$ cat config.mk
export PLATFORM = sky130hd
export DESIGN_NAME = gpio_sequencer
export DESIGN_NICKNAME = d
export VERILOG_FILES = /design/src/rtl/gpio_sequencer.sv
export SDC_FILE = /design/constraint.sdc
export NUM_CORES = 1
export LEC_CHECK = 0
export CAP_MARGIN = 20
export CORE_MARGIN = 10
export CORE_UTILIZATION = 40
export CTS_CLUSTER_SIZE = 25
export DETAILED_ROUTE_END_ITERATION = 16
export GPL_TIMING_DRIVEN = 0
export PLACE_DENSITY = 0.56
export SLEW_MARGIN = 10
export SYNTH_ARGS = -nofsm -noshare
export SYNTH_HDL_FRONTEND = slang
export SYNTH_SLANG_ARGS = --single-unit
$ cat constraint.sdc
create_clock -name cpu_clock -period 4.9 [get_ports cpu_clock]
set_input_delay 0.735 -clock cpu_clock [delete_from_list [all_inputs] [get_ports cpu_clock]]
set_output_delay 0.735 -clock cpu_clock [all_outputs]
set_load 0.05 [all_outputs]
$ cat src/rtl/gpio_sequencer.sv
// gpio_sequencer: plays a pattern RAM onto a gpio_device output word while arbitrating the device port with the CPU.
// Define GPIO_SEQ_LOOP_EN to implement CTRL.LOOP (continuous replay); otherwise every run is one-shot.
module gpio_sequencer #(
  parameter logic [15:0] DEVICE_ID = 16'h0,
  parameter logic [7:0] DEVICE_TYPE = 8'h9,
  parameter int DEPTH = 16
) (
  input  logic cpu_clock,
  input  logic reset_n,
  input  logic is_control,
  input  logic write_enable,
  input  logic [7:0] short_address,
  input  logic [15:0] cpu_data_in,
  output logic [15:0] cpu_data_out,
  input  logic cpu_gpio_sel,
  input  logic cpu_gpio_write,
  input  logic [7:0] cpu_gpio_address,
  output logic dev_is_control,
  output logic dev_write_enable,
  output logic [7:0] dev_short_address,
  output logic [15:0] dev_data,
  output logic busy
);
  localparam int AW = $clog2(DEPTH);
`ifdef GPIO_SEQ_LOOP_EN
  localparam bit LOOP_EN = 1'b1;
`else
  localparam bit LOOP_EN = 1'b0;
`endif
  typedef enum logic [1:0] {IDLE, ISSUE, WAIT} state_t;
  state_t state;
  logic run, loop_q, done;
  logic [15:0] period, length, cnt, per_eff, rd;
  logic [16:0] len_eff;
  logic [AW-1:0] index, ptr;
  logic [1:0] target;
  logic [15:0] pattern [DEPTH];
  logic wr, ctrl_wr, start, stop, step, last, issue, unused;
  assign unused = ^short_address[7:4];
  assign wr = is_control & write_enable;
  assign ctrl_wr = wr & (short_address[3:0] == 4'd2);
  assign start = ctrl_wr & cpu_data_in[0] & ~run;
  assign stop = ctrl_wr & ~cpu_data_in[0] & run;
  assign per_eff = (period == 16'd0) ? 16'd1 : period;
  assign len_eff = (length == 16'd0) ? 17'd1 :
                   ({1'b0, length} > 17'(DEPTH)) ? 17'(DEPTH) : {1'b0, length};
  assign issue = (state == ISSUE);
  // PERIOD of 1 decides straight out of ISSUE, so writes land back-to-back
  assign step = (issue & ~cpu_gpio_sel & (per_eff == 16'd1)) |
                ((state == WAIT) & (({1'b0, cnt} + 17'd1) >= {1'b0, per_eff}));
  assign last = ({{(17-AW){1'b0}}, index} + 17'd1) >= len_eff;
  assign busy = (state != IDLE);
  always_ff @(posedge cpu_clock or negedge reset_n) begin
    if (!reset_n) begin
      state <= IDLE;
      run <= 1'b0;
      loop_q <= 1'b0;
      done <= 1'b0;
      period <= 16'h0;
      length <= 16'h0;
      cnt <= 16'h0;
      index <= '0;
      ptr <= '0;
      target <= 2'b0;
    end else begin
      if (wr)
        case (short_address[3:0])
          4'd2: begin
            loop_q <= LOOP_EN & cpu_data_in[1];
            if (cpu_data_in[3]) done <= 1'b0;
          end
          4'd3: period <= cpu_data_in;
          4'd4: length <= cpu_data_in;
          4'd6: target <= cpu_data_in[1:0];
          4'd7: ptr <= cpu_data_in[AW-1:0];
          4'd8: ptr <= ptr + 1'b1;
          default: ;
        endcase
      if (start) begin
        run <= 1'b1;
        index <= '0;
        state <= ISSUE;
      end else if (stop) begin
        run <= 1'b0;
        state <= IDLE;
      end else if (step) begin
        if (!last) begin
          index <= index + 1'b1;
          state <= ISSUE;
        end else if (loop_q) begin
          index <= '0;
          state <= ISSUE;
        end else begin
          run <= 1'b0;
          done <= 1'b1;
          state <= IDLE;
        end
      end else if (issue && !cpu_gpio_sel) begin
        cnt <= 16'd1;
        state <= WAIT;
      end else if (state == WAIT)
        cnt <= cnt + 16'd1;
    end
  end
  always_ff @(posedge cpu_clock)
    if (wr && short_address[3:0] == 4'd8) pattern[ptr] <= cpu_data_in;
  always_comb begin
    rd = 16'h0;
    case (short_address[3:0])
      4'd0: rd = DEVICE_ID;
      4'd1: rd = {8'(AW), DEVICE_TYPE};
      4'd2: rd = {12'h0, done, busy, loop_q, run};
      4'd3: rd = period;
      4'd4: rd = length;
      4'd5: rd = 16'(index);
      4'd6: rd = {14'h0, target};
      4'd7: rd = 16'(ptr);
      default: rd = 16'h0;
    endcase
    cpu_data_out = is_control ? rd : 16'h0;
  end
  assign dev_is_control = cpu_gpio_sel | issue;
  assign dev_write_enable = cpu_gpio_sel ? cpu_gpio_write : issue;
  assign dev_short_address = cpu_gpio_sel ? cpu_gpio_address : issue ? 8'h08 + {6'h0, target} : 8'h0;
  assign dev_data = cpu_gpio_sel ? cpu_data_in : issue ? pattern[index] : 16'h0;
endmodule
### Yosys cells after proc, flatten, opt, wreduce, memory -nomap -nowiden

Memories as Yosys holds them, arrays and structs flattened.
Cells that the tools add are included.

| storage, ports and cells | value |
|---|---|
| register bits after elaboration | 62 |
| bits in writable memories | 256 |
| input port bits | 38 |
| output and inout port bits | 43 |
| word-level logic and storage cells | 103 |
| memories | 1 |

| operators by class | value |
|---|---|
| $add $sub $neg | 6 |
| $lt $le $gt $ge | 3 |
| eq/ne operators | 13 |
| muxes and demuxes | 35 |
| bitwise logic cells | 17 |
| reductions and logical operators | 19 |

Memory list:

| memory | words | bits a word | rd ports | clocked after memory_dff | wr ports | RTL line | source |
|---|---|---|---|---|---|---|---|
| pattern | 16 | 16 | 1 | 0 | 1 | 37 | `logic [15:0] pattern [DEPTH];` |

Operator list:

| kind | count |
|---|---|
| 16-bit two-way mux | 8 |
| 16-bit one-hot mux with 7 select lines | 1 |
| 16-bit logical NOT | 2 |
| 16-bit by 1-bit adder with 17-bit output (second input constant) | 1 |
| 17-bit by 16-bit greater-or-equal comparator with 1-bit output | 1 |
| 16-bit by 1-bit adder with 16-bit output (second input constant) | 1 |
| 16-bit by 1-bit equality test with 1-bit output (second input constant) | 1 |
| 4-bit by 3-bit equality test with 1-bit output (second input constant) | 4 |
| 5-bit by 16-bit greater-or-equal comparator with 1-bit output | 1 |
| 16-bit by 5-bit > comparator with 1-bit output (second input constant) | 1 |
| 4-bit two-way mux | 4 |
| 1-bit two-way mux | 15 |
| 2-bit AND reduction | 5 |
| 1-bit AND | 9 |
| 4-bit by 1-bit adder with 4-bit output (second input constant) | 2 |
| 4-bit by 2-bit equality test with 1-bit output (second input constant) | 2 |
| 2-bit two-way mux | 4 |
| 8-bit two-way mux | 1 |
| 4-bit one-hot mux with 2 select lines | 1 |
| 2-bit nonzero test | 4 |
| 1-bit NOT | 6 |
| 3-bit nonzero test | 2 |
| 4-bit by 1-bit adder with 5-bit output (second input constant) | 1 |
| 4-bit by 2-bit adder with 5-bit output (first input constant) | 1 |
| 12 further kinds | 15 |

### Depth between registers and ports, before layout

Gate-level depths: netlist of the first run.

| logic depth | value |
|---|---|
| word-level depth | 8 |
| gate-level depth with buffers | 15 |
| gate-level depth less buffers | 14 |

### Least setup slack after synthesis of the first run

Ideal clock, no wire load.

| timing | value |
|---|---|
| path type | input port to output port |
| start | input port short_address[2] |
| end | output port cpu_data_out[3] |
| data arrival time | 2389 ps |
| required time | 4165 ps |
| setup slack | 1776 ps |
| stages | 5 |
| buffers on the path | 1 |
| cells stage by stage | clkbuf_1 > nor2b_1 > a22oi_1 > or3_1 > a21oi_1 |

| between the ends | value |
|---|---|
| longest elaborated chain between the ends | 3 |
| elaborated cells on any way between the ends | 9 |
| classes of those cells | 7 x eq/ne; 2 x mux |

RTL lines:

| item | RTL line | source |
|---|---|---|
| from (decl) | 12 | `input logic [7:0] short_address,` |
| 4-bit by 3-bit equality test with 1-bit output, or another cell as far along | 109 | `case (short_address[3:0])` |
| 16-bit one-hot mux with 7 select lines (*) | 109 |  |
| 16-bit two-way mux (*) | 120 | `cpu_data_out = is_control ? rd : 16'h0;` |
| to (decl) | 14 | `output logic [15:0] cpu_data_out,` |

Mark *: on every way between the ends. The rest lies on a longest branch, timed or not.

### Worst setup path after layout of the first run

| timing | value |
|---|---|
| start | register index[1] |
| end | output port dev_data[4] |

| between the ends | value |
|---|---|
| longest elaborated chain between the ends | 3 |

RTL lines:

| item | RTL line | source |
|---|---|---|
| from (decl) | 35 | `logic [AW-1:0] index, ptr;` |
| from (signal assigned) | 88 | `index <= index + 1'b1;` |
| memory read 16 x 16 bit | n/a |  |
| 16-bit two-way mux (2 in a row) | 125 | `assign dev_data = cpu_gpio_sel ? cpu_data_in : issue ? pattern[index] : 16'h0;` |
| to (decl) | 21 | `output logic [15:0] dev_data,` |

No other way between the ends.

==> results of run 1 <==
-- sequential cells by signal, summed over array words and instances, names as in the netlist --
register / cells
pattern: 256
cnt: 16
length: 16
period: 16
index: 4
ptr: 4
state: 2
target: 2
done: 1
run: 1
-- repair_timing --
action,4_1_cts,5_1_grt
endpoints found under the setup margin,3,10
gates resized for setup,1,2
setup buffers,0,0
-- worst max path at each step --
stage	startpoint	end	slack (ps)	depth (start not counted)
3_5_place_dp	short_address[2]	cpu_data_out[4]	460	7
5_1_grt	index[1]	dev_data[5]	50	6
6_report	index[1]	dev_data[4]	180	6
4_1_cts	index[1]	dev_data[15]	10	6
3_3_place_gp	short_address[1]	pattern[1][13]	-490	6
2_1_floorplan	short_address[2]	cpu_data_out[3]	1780	5
-- power breakdown --
part           total [mW]  internal (mW)  switching (mW)
Combinational        1.78          0.793           0.983
Clock                2.57           1.51            1.06
Sequential           3.21           3.06           0.156
-- critical path, stage by stage (launching register included) --
cell             delay, ps
dfrtp_1                400
clkbuf_1               540
clkbuf_1               700
mux4_2                 420
mux4_2                 470
a22o_1                 230
clkdlybuf4s50_1        710
-- metal layers --
metal	wire length, um	part of all wire (%)
met4	517	1.4
met1	16850	46
met3	2110	5.7
met2	17370	47
met5	13	0.035
-- logic make-up after synthesis --
logic type / count (synthesis) / share of synthesized area (%)
compound gates: 142 / 6.881
mux: 104 / 14.81
flops: 318 / 65.81
fa+ha+maj: 27 / 2.406
buf+inv: 68 / 2.273
simple gates: 191 / 6.818
xor+xnor: 16 / 0.9983
-- cell type report --
type / count / area, um2 / share of cell area [%]
flip-flops and latches: 318 / 9239 / 54.97
plain buffers: 45 / 235.2 / 1.400
inverters: 23 / 86.33 / 0.5137
repair buffers: 93 / 1008 / 6.000
clock buffers: 52 / 1023 / 6.089
multi-input cells: 480 / 4546 / 27.05
well taps: 455 / 569.3 / 3.387
clock inverters: 14 / 100.1 / 0.5955
-- layout by cell type (no fill, tap or decap), types with 9 or more instances in the layout --
master           count
o21ai_0             39
ha_1                27
dfrtp_1             62
o31ai_1             12
nor3_1              15
a22oi_1             13
nor4_1              10
nor2_2               9
inv_1               22
mux4_2              77
nand3_1             18
nor2_1              35
buf_8               10
mux2_2              13
buf_2                9
clkbuf_16           38
a22o_1              23
edfxtp_1           256
clkbuf_1            38
nand2_1             48
a21oi_1             23
nand2b_1            12
clkdlybuf4s50_1     73
==> out/results.ini, run 1 <==
[run_status]
status=completed

[power_and_ir_drop]
total_power_mw=7.560
peakVddDrop_mv=0.2223
power_leakage_nw=5.697
pwr_density_cell_mw_per_mm2=449.8

[grt]
grt_pass1_vias=8499
antenna_found_initial=1
grtUsageMet1_pct=24.19
grt_overflow_total=0
grt_usage_pct=16.90
grt_max_degree=40
met3_usage_pct=3.144
grt_pass1_wl_um=55610
use_met2_pct=26.27
top_usage_layer=met2

[worst_setup_path]
arrival_ps=3980
r2r_setup_slack_ps=1000
cp-end-kind=output port
crit_type=reg -> out
path_max_fanout=10
r2r-start=cnt[0]
r2r-end=state[0]
crit_path_start_kind=flop
reg2reg_depth=13
critPathRequiredTime_ps=4160

[clock_tree]
cts_made_buffers=37
clk_pin_slew_ps=50
hold_buffers=0
clock_sinks=318
insertion_delay_ps=520
cts_tree=done
ctsHtreeMaxLevel=2
clock_path_buffers=3
root_buffer=clkbuf_16

[sta]
skew_ps=15.62
worst_slack_ps=182.4
slew_viol_final=0
rsz0062_at_grt=false
period_needed_ps=4718
maxSlewHeadroom_pct=30.00
tns_ps=0
setup_viol=0
hold_viol=0
fmax_mhz=212.0
fin_crit_sh_pct=96.28
holdWs_ps=129.5
tightestPinTransition_ps=1050

[placed_design]
gp_congestion=0.8408
dpl.hpwl_um=25690
place_ws_ps=464.8
placed_cell_area_mm2=0.01568
dp.cells=1414
io_buffer_count=74

[synthesis]
synth_ff_type=edfxtp_1
synthesis.area_mm2=0.01404
synth_commonest_cells=edfxtp_1, mux4_2, dfrtp_1
yosysWarnings=0
syn_avg_cell_area_um2=16.21
yosysMostFrequentCell=edfxtp_1
ys_seq_area_share_pct=65.81
synth_edf_count=256
async_flop_share_pct=19.50
synth_largest_area_cell=edfxtp_1
ys_ff_latch=318
ys_types=59
synth_nets=931
synthCells=866
netlist.area_leader.share_pct=54.76
ys_top_cells_by_area=edfxtp_1, mux4_2, dfrtp_1

[worst_hold_path]
hold_path_class=in -> async

[floorplanning]
die_h_um=207.3
rows=68
start_util_pct=40.54
dieWidth_um=207.3
core-area_mm2=0.03463
dieArea_mm2=0.04299
ios=81

[drt]
wl_um=36860
wire_per_inst_um=24.91
drtAntennaViolNets=0
first_iter_violations=890
viasPerCell=5.690
vias=8421
first_pass_iters=7
drcViolationCount=0

[final_layout]
layout-drive-gt1-share_pct=19.51
final_core_util_pct=48.54
fin_cells=1480
fillers=2967
nets=1063
n_antenna_cell=0
design_area_mm2=0.01681
area_growth_pct=19.72

[run]
drv_cap=0

Power figures use the tool's default switching activity.
==> run 2, diff against run 1 <==
Settings changed: CORE_MARGIN 10 to not set, CTS_CLUSTER_SIZE 25 to 14, SLEW_MARGIN 10 to 15.
==> out/results.ini, run 2 (synthesis gave the netlist of run 1 again) <==
[grt]
antenna_found_initial=0
grt_pass1_wl_um=53500
grt_overflow_total=0
grt_max_degree=33
grt_pass1_vias=8394
grt_usage_pct=20.33

[sta]
tns_ps=0
setup_viol=0
hold_viol=0
rsz0062_at_grt=false
fmax_mhz=211.8
fin_crit_sh_pct=96.33
tightestPinTransition_ps=888.5
skew_ps=21.41
slew_viol_final=0
holdWs_ps=164.8
period_needed_ps=4720
worst_slack_ps=179.6
maxSlewHeadroom_pct=40.77

[floorplanning]
core-area_mm2=0.03454
rows=68
start_util_pct=40.64
die_h_um=189.3
ios=81
dieWidth_um=189.3
dieArea_mm2=0.03585

[drt]
highest_layer=met4
wl_met1_um=16270
wire_per_inst_um=23.99
viasPerCell=5.655
wl_met2_um=16370
wl_met3_um=2092
drcViolationCount=0
first_iter_violations=686
drtAntennaViolNets=0
vias=8336
wl_um=35360
first_pass_iters=5

[clock_tree]
clock_sinks=318
cts_resized=1
insertion_delay_ps=530
clk_pin_slew_ps=60
cts_tree=done
clock_path_buffers=3
cts_made_buffers=36
root_buffer=clkbuf_16
ctsHtreeMaxLevel=2
post_cts_buffers=0
hold_buffers=0

[worst_setup_path]
path_max_fanout=10
crit_path_cell_trace=clkbuf_1 > clkbuf_1 > mux4_2 > mux4_2 > a22o_1 > clkdlybuf4s50_1
crit_buf_inv=3
cp-end-kind=output port
crit_path_start_kind=flop
arrival_ps=3990
cpPeakStageDelay_ps=700
r2r_setup_slack_ps=1090
critPathRequiredTime_ps=4160
crit_type=reg -> out
cp_top_family=buffers and inverters
cp_slowest_cell=clkdlybuf4s50_1

[final_layout]
layout_common_cells=edfxtp_1, mux4_2, clkdlybuf4s50_1
nets=1058
n_antenna_cell=0
design_area_mm2=0.01679
max_flop_register=pattern
layout-drive-gt1-share_pct=19.33
area_growth_pct=19.58
final_core_util_pct=48.60
fin_cells=1474
largest_reg_flops=256
final_common_cell=edfxtp_1

[power_and_ir_drop]
pwr_density_cell_mw_per_mm2=457.2
total_power_mw=7.675
peakVddDrop_mv=0.2803
power_leakage_nw=5.683

[placed_design]
io_buffer_count=74
dpl.hpwl_um=24160
gp_congestion=0.8334
dp.cells=1410
placed_cell_area_mm2=0.01560
place_ws_ps=489.1

[run_status]
status=completed

[worst_hold_path]
hold_path_class=in -> async

[run]
drv_cap=0

run 2: final timing paths:
kind                           from            to  depth (start not counted)
setup / recovery           index[1]  dev_data[10]                          6
hold / removal              reset_n    length[14]                          1
setup reg to reg             cnt[0]      state[0]                         13
hold reg to reg                done          done                          1
max in group asynchronous   reset_n     target[0]                          2
min in group cpu_clock         done          done                          1
run 2: power breakdown:
part	switching, mW	total, mW	internal [mW]
sequential	0.156	3.21	3.06
combinational	0.978	1.77	0.793
clock	1.08	2.69	1.61
run 2: area by class of cell:
type                            instances  area [um2]
Tap cell                              455       569.3
Buffer                                 45       235.2
Inverter                               23       86.33
Multi-Input combinational cell        480        4566
Clock inverter                         19       227.7
Sequential cell                       318        9239
Timing Repair Buffer                   89       908.4
Fill cell                            2968       17760
Clock buffer                           45       955.9
run 2: worst register-to-register path, delay by kind of cell, from the launching register on:
| family | cells | cell delay (ps) |
|---|---|---|
| AND/OR/NAND/NOR | 8 | 1730 |
| AO/OA/AOI/OAI | 3 | 1060 |
| flip-flops | 1 | 450 |
| adder cells (fa/ha/maj) | 1 | 260 |
| XOR/XNOR | 1 | 180 |
run 2: metal layers:
layer	vias up	GRT usage, %
li1	3722	-
met1	4318	29.50
met2	253	31.69
met3	43	3.800
met4	0	4.870
met5	-	0
==> run 3, diff against run 2 <==
Settings changed: CORE_ASPECT_RATIO set to 1.1.
==> out/results.ini, run 3 (synthesis gave the netlist of run 1 again) <==
[floorplanning]
start_util_pct=40.83
rows=71
ios=81
dieArea_mm2=0.03585
dieWidth_um=180.6
die_h_um=198.5
core-area_mm2=0.03438

[worst_setup_path]
crit_path_start_kind=flop
path_max_fanout=10
crit_buf_inv=3
arrival_ps=4010
cpPeakStageDelay_ps=700
critPathRequiredTime_ps=4160
cp-end-kind=output port
crit_type=reg -> out
crit_path_cell_trace=clkbuf_1 > buf_1 > mux4_2 > mux4_2 > a22o_1 > clkdlybuf4s50_1
cp_slowest_cell=clkdlybuf4s50_1
crit_top_cell=mux4_2
cp_top_family=buffers and inverters

[drt]
drtAntennaViolNets=0
wl_um=35500
drcViolationCount=0
first_iter_violations=592
wire_per_inst_um=24.25
viasPerCell=5.658
first_pass_iters=5
vias=8284

[clock_tree]
hold_buffers=0
cts_made_buffers=36
post_cts_buffers=0
clk_pin_slew_ps=60
root_buffer=clkbuf_16
clock_path_buffers=3
insertion_delay_ps=510
cts_resized=0
cts_tree=done
clock_sinks=318
ctsHtreeMaxLevel=2

[sta]
maxSlewHeadroom_pct=33.61
period_needed_ps=4749
tns_ps=0
slew_viol_final=0
setup_viol=0
fin_crit_sh_pct=96.93
tightestPinTransition_ps=995.8
fmax_mhz=210.6
hold_viol=0
skew_ps=7.722
rsz0062_at_grt=false

[final_layout]
layout_common_cells=edfxtp_1, mux4_2, clkdlybuf4s50_1
max_flop_register=pattern
n_antenna_cell=0
fin_cells=1464
area_growth_pct=19.07
final_common_cell=edfxtp_1
nets=1064
layout-drive-gt1-share_pct=19.40
fillers=2875
largest_reg_flops=256

[placed_design]
dp.cells=1399
dpl.hpwl_um=24950
io_buffer_count=74
gp_congestion=0.8307

[grt]
antenna_found_initial=0
grt_max_degree=37
grt_overflow_total=0
grt_usage_pct=20.43
grt_pass1_vias=8537
grt_pass1_wl_um=53980

[power_and_ir_drop]
peakVddDrop_mv=0.2543
power_leakage_nw=5.672
pwr_density_cell_mw_per_mm2=448.6

[worst_hold_path]
hold_path_class=in -> async

[run]
drv_cap=0

[run_status]
status=completed

-- run 3: layer usage --
| metal | share of wire [%] | vias up | wire [um] | track usage, % |
|---|---|---|---|---|
| met4 | 1.9 | 0 | 668 | 5.128 |
| met3 | 4.0 | 43 | 1405 | 2.545 |
| met1 | 43 | 4318 | 15370 | 26.70 |
| met2 | 51 | 198 | 18060 | 36.18 |
| met5 | 0 | - | 0 | 0 |
| li1 | - | 3725 | - | - |
-- run 3: area by class of cell --
type                    instances  area, um2  area share [%]
plain buffers                  45      232.7           1.392
clock buffers                  53       1006           6.018
clock inverters                12      92.59          0.5539
inverters                      23      86.33          0.5165
multi-input cells             480       4536           27.13
flip-flops and latches        318       9239           55.27
well taps                     438      548.0           3.278
repair buffers                 95      975.9           5.838
-- run 3: final timing paths --
check | from | to | slack, ps | cells past startpoint
setup reg to reg | cnt[0] | cnt[3] | 1220 | 13
max in group asynchronous | reset_n | index[2] | 4210 | 2
min in group cpu_clock | cnt[12] | cnt[12] | 510 | 1
hold reg to reg | cnt[12] | cnt[12] | 510 | 1
setup / recovery | index[1] | dev_data[0] | 150 | 6
hold / removal | reset_n | cnt[8] | 150 | 1
-- run 3: where the power goes --
part	total (mW)	switching (mW)	internal (mW)
Sequential	3.21	0.156	3.06
Clock	2.52	1.04	1.48
Combinational	1.77	0.976	0.793
Total	7.50	2.17	5.33
-- run 3: worst reg2reg max path, stage by stage, from the launching register on --
cell and delay (ps):
dfrtp_1 430, nand3_1 240, nor3_2 490, nand3_1 260
nor2_1 260, xor2_1 180, ha_1 260, nand2_1 70
nor3_1 40, a2bb2oi_1 140, nand4_1 230, o21ai_1 270
nand2_1 250, a221o_1 420
-- run 3: stage by stage --
| step | hold WS [ps] | power, mW | utilization (%) | setup slack (ps) | instance area, um2 |
|---|---|---|---|---|---|
| finish | 146.3 | 7.498 | 48.62 | 150.5 | 16720 |
| global route | 157.5 | 7.835 | 48.62 | 31.03 | 16720 |
| detailed placement | 492.3 | 5.065 | 45.43 | 490.9 | 15620 |
| floorplan | 439.4 | 4.478 | - | 1776 | 14040 |
| CTS | 143.5 | 7.590 | 48.62 | 94.68 | 16720 |
| global placement | 489.0 | 5.025 | 44.58 | -226.4 | 15330 |
==> patch (settings of run 2) <==
The parameter `DEVICE_TYPE` goes from 8'h9 to 8'h4.
--- a/src/rtl/gpio_sequencer.sv
+++ b/src/rtl/gpio_sequencer.sv
@@ -4,3 +4,3 @@
   parameter logic [15:0] DEVICE_ID = 16'h0,
-  parameter logic [7:0] DEVICE_TYPE = 8'h9,
+  parameter logic [7:0] DEVICE_TYPE = 8'h4,
   parameter int DEPTH = 16
Formal check against the unedited RTL: not equivalent (a bounded check fails within 4 cycles, from zero or initial values and one cycle with reset_n low).
==> patch against run 2 <==
Critical path depth did not move. Sequential cell count did not move. Wire length rose by 0.14%. Worst setup slack improved by 0.046 ns. Utilization fell by 0.43 points. Die area rose by 0.13%. Cell area fell by 0.88%. Global-route usage fell by 0.23 points. Clock skew fell by 0.012 ns. Area after synthesis rose by 0.13%. Critical path type unchanged. Critical endpoint is now dev_data[14]. Highest routed layer unchanged.
Power is not compared: it rests on default switching activity, and its combinational part moved more than twofold at a synthesized area within 25%.
==> patch: results (changes against run 2) <==
cp_slowest_cell: "buf_1"
grt_pass1_wl_um: 53100  # -0.68%
first_iter_violations: 668  # -2.6%
synth_cell_types: 64  # +8.5%
yosys-top-cells-count: "edfxtp_1, mux4_2, dfrtp_1, nor2_1, nand2_1"
wl_per_cell_um: 24.3  # +1.4%
final_nets: 1041  # -1.6%
synthTopCellsByArea: "edfxtp_1, mux4_2, dfrtp_1, ha_1, a22o_1"
first_global_vias: 8319  # -0.89%
hpwl_um: 24100  # -0.33%
startpoint: "index[0]"
synthToLayoutAreaGrowth_pct: 18.4
port_buffers: 73  # -1.4%
postCtsResizedCells: 0  # -1
critPathMaxStageDelay_ns: 0.77  # +0.07 ns
routabilityCongestion: 0.847  # +1.6%
vias_per_cell: 5.74  # +1.4%
grt_max_degree: 34  # +3.0%
place_area_sq_um: 15600  # +0.11%
cts_buffers: 35  # -2.8%
finClkSkew_ns: 0.00979  # -0.0116 ns
tightest_slew_ns: 1.03  # +0.137 ns
fill_cells: 2983  # +0.51%
rr_startpoint: "cnt[2]"
met3_usage_pct: 3.21  # -0.59 points
seq_area_frac_synth_pct: 65.7  # -0.088 points
met2_usage_pct: 30.9  # -0.83 points
status: "complete, no violations"
synth.top_cell.area_share_pct: 54.7  # -0.073 points
==> patch: worst paths after layout <==
path	to	slack, ns	cells after the start
min reg2reg	done	0.51	1
max reg2reg	cnt[2]	1.08	15
min in group cpu_clock	done	0.51	1
min	length[14]	0.16	1
max in group asynchronous	period[1]	4.19	2
max	dev_data[14]	0.23	6
==> patch: kinds of logic after synthesis <==
kind of cell	Yosys count	synth area share, %
AO/OA/AOI/OAI	133	7.25
XOR/XNOR	16	0.997
multiplexers	106	14.9
flip-flops	318	65.7
buffers and inverters	74	2.35
adder cells (fa/ha/maj)	27	2.40
AND/OR/NAND/NOR	176	6.34
==> patch: metal layers <==
metal	routed length [um]	vias up
met2	16300	273
met4	618	0
li1	-	3670
met3	2000	45
met1	16500	4359
met5	0	-
==> patch: critical path: cells and delay by family, from the launching register on <==
family          cells  cell delay (ns)
mux                 2             1.09
flops               1             0.38
compound gates      1             0.26
buf+inv             3             1.70
==> patch: final cells by class <==
cell class | instances | share of cell area, %
buffer | 50 | 1.46
sequential | 318 | 55.5
multi-input combinational | 458 | 27.4
clock buffer | 49 | 5.71
tap | 455 | 3.42
clock inverter | 12 | 0.414
timing repair buffer | 89 | 5.51
inverter | 24 | 0.541
==> patch: power breakdown <==
| part | internal (mW) | total (mW) | switching, mW |
|---|---|---|---|
| logic | 0.288 | 0.785 | 0.496 |
| registers | 3.03 | 3.14 | 0.110 |
| clock network | 1.36 | 2.39 | 1.03 |
==> patch: through the flow <==
step                      worst slack, ns  hold slack, ns  instances
after floorplan                      1.38           0.439        850
after global placement             -0.128           0.483       1378
after detailed placement            0.563           0.486       1394
after CTS                          0.0420           0.160       1455
after global routing               0.0642           0.179       1455
final                               0.226           0.157       1455
